===== config.mk =====
export PLATFORM = sky130hd
export DESIGN_NAME = scancode_decoder
export DESIGN_NICKNAME = d
export VERILOG_FILES = /design/src/rtl/ps2_pkg.sv /design/src/rtl/event_fifo.sv /design/src/rtl/scancode_decoder.sv
export SDC_FILE = /design/constraint.sdc
export NUM_CORES = 1
export LEC_CHECK = 0
export ABC_AREA = 0
export CELL_PAD_IN_SITES_DETAIL_PLACEMENT = 1
export CELL_PAD_IN_SITES_GLOBAL_PLACEMENT = 1
export CORE_MARGIN = 2
export CORE_UTILIZATION = 45
export CTS_CLUSTER_DIAMETER = 50
export DETAILED_ROUTE_END_ITERATION = 7
export GPL_ROUTABILITY_DRIVEN = 1
export HOLD_SLACK_MARGIN = 0.05
export PLACE_DENSITY = 0.82
export SLEW_MARGIN = 30
export SYNTH_ARGS = -nofsm -noshare
export SYNTH_HDL_FRONTEND = slang
export SYNTH_SLANG_ARGS = --single-unit

===== constraint.sdc =====
create_clock -name clk -period 3.55 [get_ports clk]
set_input_delay 0.71 -clock clk [delete_from_list [all_inputs] [get_ports clk]]
set_output_delay 0.71 -clock clk [all_outputs]
set_load 0.05 [all_outputs]

===== src/rtl/ps2_pkg.sv =====
// Shared definitions for the PS/2 scancode path.
// Holds the decoder state encoding, the set-2 prefix bytes, the list of
// bytes that never produce an event, and the layout of a decoded event word.
package ps2_pkg;

    typedef enum logic [1:0] {
        S_IDLE    = 2'd0,
        S_EXT     = 2'd1,
        S_BRK     = 2'd2,
        S_EXT_BRK = 2'd3
    } dec_state_e;

    localparam logic [7:0] PREFIX_EXT = 8'hE0;
    localparam logic [7:0] PREFIX_BRK = 8'hF0;

    // Keyboard status/ack bytes that are neither keys nor prefixes.
    localparam int          NUM_DISCARD  = 7;
    localparam logic [55:0] DISCARD_LIST = {8'h00, 8'hAA, 8'hE1, 8'hEE, 8'hFA, 8'hFE, 8'hFF};

    // Event word: {extended, released, code[7:0]}
    localparam int unsigned EV_WIDTH    = 10;
    localparam int unsigned EV_EXT_BIT  = 9;
    localparam int unsigned EV_REL_BIT  = 8;
    localparam int unsigned EV_CODE_MSB = 7;
    localparam int unsigned EV_CODE_LSB = 0;

    function automatic logic is_discard(input logic [7:0] b);
        logic hit;
        hit = 1'b0;
        for (int i = 0; i < NUM_DISCARD; i++) begin
            if (DISCARD_LIST[i*8 +: 8] == b) hit = 1'b1;
        end
        return hit;
    endfunction

endpackage


===== src/rtl/event_fifo.sv =====
// First-word-fall-through FIFO for decoded key events.
//   clk, rst   : clock, synchronous active-high reset
//   push       : write wr_data (ignored when full unless a pop happens too)
//   wr_data    : entry to write
//   pop        : consume head (ignored when empty)
//   rd_data    : head entry, valid whenever empty is low
//   full/empty : occupancy flags
module event_fifo #(
    parameter int unsigned WIDTH = 10,
    parameter int unsigned DEPTH = 4
) (
    input  logic             clk,
    input  logic             rst,
    input  logic             push,
    input  logic [WIDTH-1:0] wr_data,
    input  logic             pop,
    output logic [WIDTH-1:0] rd_data,
    output logic             full,
    output logic             empty
);

    localparam int unsigned AW = $clog2(DEPTH);
    localparam int unsigned CW = AW + 1;

    logic [WIDTH-1:0] mem_q [DEPTH];
    logic [WIDTH-1:0] mem_d [DEPTH];
    logic [AW-1:0]    rd_ptr_q, rd_ptr_d;
    logic [AW-1:0]    wr_ptr_q, wr_ptr_d;
    logic [CW-1:0]    count_q, count_d;
    logic             pop_ok, push_ok;

    assign full    = (count_q == CW'(DEPTH));
    assign empty   = (count_q == '0);
    assign rd_data = mem_q[rd_ptr_q];

    // A push into a full FIFO is accepted only if the head leaves this cycle.
    assign pop_ok  = pop & ~empty;
    assign push_ok = push & (~full | pop_ok);

    always_comb begin
        mem_d    = mem_q;
        rd_ptr_d = rd_ptr_q;
        wr_ptr_d = wr_ptr_q;
        count_d  = count_q;
        if (push_ok) begin
            mem_d[wr_ptr_q] = wr_data;
            wr_ptr_d        = wr_ptr_q + AW'(1);
        end
        if (pop_ok) begin
            rd_ptr_d = rd_ptr_q + AW'(1);
        end
        unique case ({push_ok, pop_ok})
            2'b10:   count_d = count_q + CW'(1);
            2'b01:   count_d = count_q - CW'(1);
            default: count_d = count_q;
        endcase
    end

    always_ff @(posedge clk) begin
        if (rst) begin
            mem_q    <= '{default: '0};
            rd_ptr_q <= '0;
            wr_ptr_q <= '0;
            count_q  <= '0;
        end else begin
            mem_q    <= mem_d;
            rd_ptr_q <= rd_ptr_d;
            wr_ptr_q <= wr_ptr_d;
            count_q  <= count_d;
        end
    end

endmodule


===== src/rtl/scancode_decoder.sv =====
// PS/2 set-2 scancode decoder with event FIFO.
// Synchronizes the receiver's frame-good level, decodes E0/F0 prefixes into
// {extended, released, code} events and queues them for a ready/valid consumer.
//   clk, rst  : clock, synchronous active-high reset
//   kbd_data  : last PS/2 byte (stable while kbd_valid is high)
//   kbd_valid : frame-good level from the ps2_clk domain
//   ev_data   : head event {ext, rel, code}
//   ev_valid  : FIFO not empty
//   ev_ready  : consumer accepts the head
//   overflow  : one-cycle pulse when a completed event is dropped
module scancode_decoder
    import ps2_pkg::*;
#(
    parameter int unsigned DEPTH = 4
) (
    input  logic                clk,
    input  logic                rst,
    input  logic [7:0]          kbd_data,
    input  logic                kbd_valid,
    output logic [EV_WIDTH-1:0] ev_data,
    output logic                ev_valid,
    input  logic                ev_ready,
    output logic                overflow
);

    logic       sync1_q, sync2_q, sync3_q;
    logic       strobe;
    dec_state_e state_q, state_d;
    logic       overflow_q, overflow_d;
    logic       emit;
    logic [EV_WIDTH-1:0] ev_new;
    logic       fifo_full, fifo_empty;

    // Sync flops reset high so a level already high at reset never strobes.
    assign strobe = sync2_q & ~sync3_q;

    // kbd_data is stable by protocol while the level is high, so it is used raw.
    always_comb begin
        state_d = state_q;
        emit    = 1'b0;
        ev_new  = '0;
        if (strobe) begin
            if (kbd_data == PREFIX_EXT) begin
                if (state_q == S_IDLE) state_d = S_EXT;
            end else if (kbd_data == PREFIX_BRK) begin
                if (state_q == S_IDLE)     state_d = S_BRK;
                else if (state_q == S_EXT) state_d = S_EXT_BRK;
            end else if (!is_discard(kbd_data)) begin
                emit                              = 1'b1;
                ev_new[EV_EXT_BIT]                = (state_q == S_EXT) || (state_q == S_EXT_BRK);
                ev_new[EV_REL_BIT]                = (state_q == S_BRK) || (state_q == S_EXT_BRK);
                ev_new[EV_CODE_MSB:EV_CODE_LSB]   = kbd_data;
                state_d                           = S_IDLE;
            end
        end
    end

    // Full implies valid, so ev_ready alone decides whether the head frees a slot.
    assign overflow_d = emit & fifo_full & ~ev_ready;

    always_ff @(posedge clk) begin
        if (rst) begin
            sync1_q    <= 1'b1;
            sync2_q    <= 1'b1;
            sync3_q    <= 1'b1;
            state_q    <= S_IDLE;
            overflow_q <= 1'b0;
        end else begin
            sync1_q    <= kbd_valid;
            sync2_q    <= sync1_q;
            sync3_q    <= sync2_q;
            state_q    <= state_d;
            overflow_q <= overflow_d;
        end
    end

    event_fifo #(
        .WIDTH (EV_WIDTH),
        .DEPTH (DEPTH)
    ) u_fifo (
        .clk     (clk),
        .rst     (rst),
        .push    (emit),
        .wr_data (ev_new),
        .pop     (ev_ready),
        .rd_data (ev_data),
        .full    (fifo_full),
        .empty   (fifo_empty)
    );

    assign ev_valid = ~fifo_empty;
    assign overflow = overflow_q;

endmodule


==> out/qor.csv <==
stage;metric;value;unit
synthesis;Mapped Area;0.00255;mm²
finish;n_diodes;0;
finish;Final Util;54.4;%
finish;layout cell share with drive strength beyond 1;15.3;%
timing;Tmin final;3.03;ns
timing;Final setup viols;0;
synthesis;YS warnings;0;
global_route;Tot GR Track Use;19.7;%
power;VDD IR-drop max;0.178;mV
timing;final max-slew violation count;0;
critical_path;CP required;2.84;ns
power;Static Leak;0.976;nW
detailed_routing;antenna-violating nets left;0;
die;Die Area;0.00628;mm²
clocking;PostCTS Resize Cnt;0;
place;HPWL after DPL;4010;µm
finish;Synth-to-Final Area Change;16.7;%
timing;Post-Route Setup TNS;0;ns
timing;Fin Clk Skew;0.00670;ns
outcome;outcome;finished clean;
finish;post-route cell area;0.00298;mm²
place;Port Buffers;23;
critical_path;Worst Setup Start Kind;flip-flop;
global_route;initial antenna violation count;0;
clocking;post-CTS setup buffer count;0;
run;total of max-cap violations;0;
clocking;Skew-Pair Late Insertion Delay;0.31;ns
place;GP Congestion;0.760;
critical_path;FF-to-FF End;u_fifo.count_q[2];
min_path;path type of the worst min-delay path;reg2reg;
critical_path;reg2reg start;u_fifo.count_q[0];
clocking;hold-fix buffers at CTS;0;
timing;Least-Margin Pin Slew;0.503;ns
clocking;Clock Path Buffers;2;
die;Initial Util;46.6;%
synthesis;Net Count, Synth;249;
finish;Final #Nets;278;
clocking;CTS sink cnt;53;
critical_path;worst r2r path cells;10;
synthesis;register area share after synthesis;41.6;%
global_route;first-pass GRT wire length;9450;µm
clocking;CTS Buf Count;5;
timing;Worst slew margin;66.4;%
synthesis;Cell variety after synth;38;
global_route;GRT overflow;0;
min_path;min-delay src;sync1_q;
die;Die Wd;79.3;µm
synthesis;cell count after synthesis;231;
timing;Max Clock Freq;0.330;GHz
finish;most frequent cells in the layout;53 x dfxtp_1, 49 x nand2b_1, 40 x mux2i_1;
min_path;worst hold endpoint;sync2_q;
place;Placed Area;0.00289;mm²
detailed_routing;final wirelength;5490;µm
timing;final hold violations;0;
synthesis;Seq cells post-synth;53;
clocking;CTS root buffer;clkbuf_8;
global_route;largest net degree at the start of global routing;63;
detailed_routing;average wire per standard cell;16.5;µm
critical_path;reg2reg setup slack;1.11;ns
clocking;H-tree levels;2;
place;Setup WS pre-CTS;0.253;ns
detailed_routing;initial drt markers;99;
clocking;Reg clk slew, reported paths;0.09;ns
critical_path;CP max FO;7;
global_route;vias in the first global route;1907;
die;core area;0.00547;mm²
timing;min setup slack post-route;0.522;ns
timing;period utilisation layout;85.3;%
critical_path;crit path DAT;2.32;ns
detailed_routing;via count;1750;
finish;commonest non-fill, non-tap cell in the layout;dfxtp_1;
die;Cell Rows;27;
critical_path;Crit. End Element;output pin;
detailed_routing;DR vias/cell;5.26;
synthesis;syn_area_per_cell;11.0;µm²
clocking;CTS tree;yes;
timing;RSZ-0062 raised after global routing;no;
critical_path;CP Class;reg2out;
power;Tot Pwr;1.06;mW
detailed_routing;DR DRC count;0;
power;PD cells;357;mW/mm²
min_path;hold path depth;1;
die;die height;79.3;µm
die;# IOs;24;
detailed_routing;iteration count of the initial detailed-routing pass;4;
## cells in the mapped netlist
master | number | area (µm²)
o32ai_1 | 1 | 8.76
or2b_1 | 2 | 15.0
nor2b_1 | 1 | 6.26
nor3b_2 | 4 | 50.1
and4bb_2 | 1 | 12.5
dfxtp_1 | 53 | 1060
or3b_1 | 1 | 8.76
mux2i_1 | 40 | 400
buf_2 | 1 | 5.00
xnor2_1 | 1 | 8.76
nand3_1 | 1 | 5.00
buf_6 | 4 | 45.0
and2_1 | 1 | 6.26
and3_4 | 1 | 11.3
fa_1 | 1 | 20.0
o21ai_0 | 2 | 10.0
or3_1 | 3 | 18.8
nand4_2 | 1 | 12.5
buf_4 | 1 | 7.51
o2111ai_1 | 1 | 8.76
inv_1 | 6 | 22.5
nand4_1 | 1 | 6.26
o22ai_1 | 1 | 6.26
nor2_1 | 10 | 37.5
a21oi_1 | 4 | 20.0
buf_1 | 1 | 3.75
nor4_1 | 3 | 18.8
or2_2 | 3 | 18.8
or4b_1 | 1 | 10.0
nand2_1 | 2 | 7.51
clkbuf_1 | 6 | 22.5
mux4_2 | 10 | 225
xor2_1 | 3 | 26.3
a41o_1 | 1 | 10.0
ha_1 | 5 | 62.6
and4_1 | 1 | 8.76
nand2b_1 | 49 | 307
o21ai_1 | 3 | 15.0
## stage by stage
| stage | std cells | hold WS [ns] |
|---|---|---|
| 6_report | 333 | 0.419 |
| 5_1_grt | 333 | 0.453 |
| 3_5_place_dp | 325 | 0.401 |
| 4_1_cts | 333 | 0.424 |
| 2_1_floorplan | 231 | 0.389 |
| 3_3_place_gp | 325 | 0.393 |
## sequential cells by signal, summed over array words and instances (netlist names)
signal,cells
u_fifo.mem_q,40
sync1_q,1
overflow,1
sync3_q,1
state_q,2
sync2_q,1
u_fifo.count_q,3
u_fifo.wr_ptr_q,2
u_fifo.rd_ptr_q,2
## report_power, final
| group | total [mW] | internal (mW) | leakage, nW | switching (mW) |
|---|---|---|---|---|
| registers | 0.610 | 0.602 | 0.428 | 0.00804 |
| clock network | 0.336 | 0.137 | 0.0439 | 0.199 |
| logic | 0.117 | 0.0537 | 0.504 | 0.0633 |
| total | 1.06 | 0.792 | 0.976 | 0.270 |
## final cells by class
type,instances,area [µm²]
clock inverter,3,17.5
sequential,53,1060
tap,72,90.1
clock buffer,5,68.8
multi-input combinational,159,1380
inverter,6,22.5
fill,596,2500
timing repair buffer,35,333
## logic make-up after synthesis
| logic type | Yosys count | share of synthesized area (%) |
|---|---|---|
| simple gates | 86 | 22.0 |
| compound gates | 13 | 3.09 |
| flops | 53 | 41.6 |
| xor+xnor | 4 | 1.37 |
| buf+inv | 19 | 4.17 |
| mux | 50 | 24.5 |
| fa+ha+maj | 6 | 3.24 |
## worst max-delay path, stage by stage (launching register included)
cell	delay, ns
dfxtp_1	0.60
buf_12	0.20
mux4_2	0.51
clkdlybuf4s50_1	0.71
## per-layer routing
layer	wire (µm)	up-vias	GRT usage [%]
met5	0	-	0
met4	101	0	6.72
met3	168	9	4.43
met2	2720	24	34.3
met1	2500	861	24.0
li1	-	856	-
## worst max path at each step
stage,cells after the start,startpoint,end,slack (ns)
finish,3,u_fifo.rd_ptr_q[1],ev_data[4],0.52
global route,12,kbd_data[1],u_fifo.count_q[2],0.37
CTS,3,u_fifo.rd_ptr_q[1],ev_data[4],0.51
detailed placement,12,kbd_data[1],u_fifo.count_q[2],0.25
global placement,12,kbd_data[1],u_fifo.count_q[2],0.36
floorplan,10,ev_ready,u_fifo.count_q[2],0.83
No activity file was read; power rests on OpenSTA's default activity.
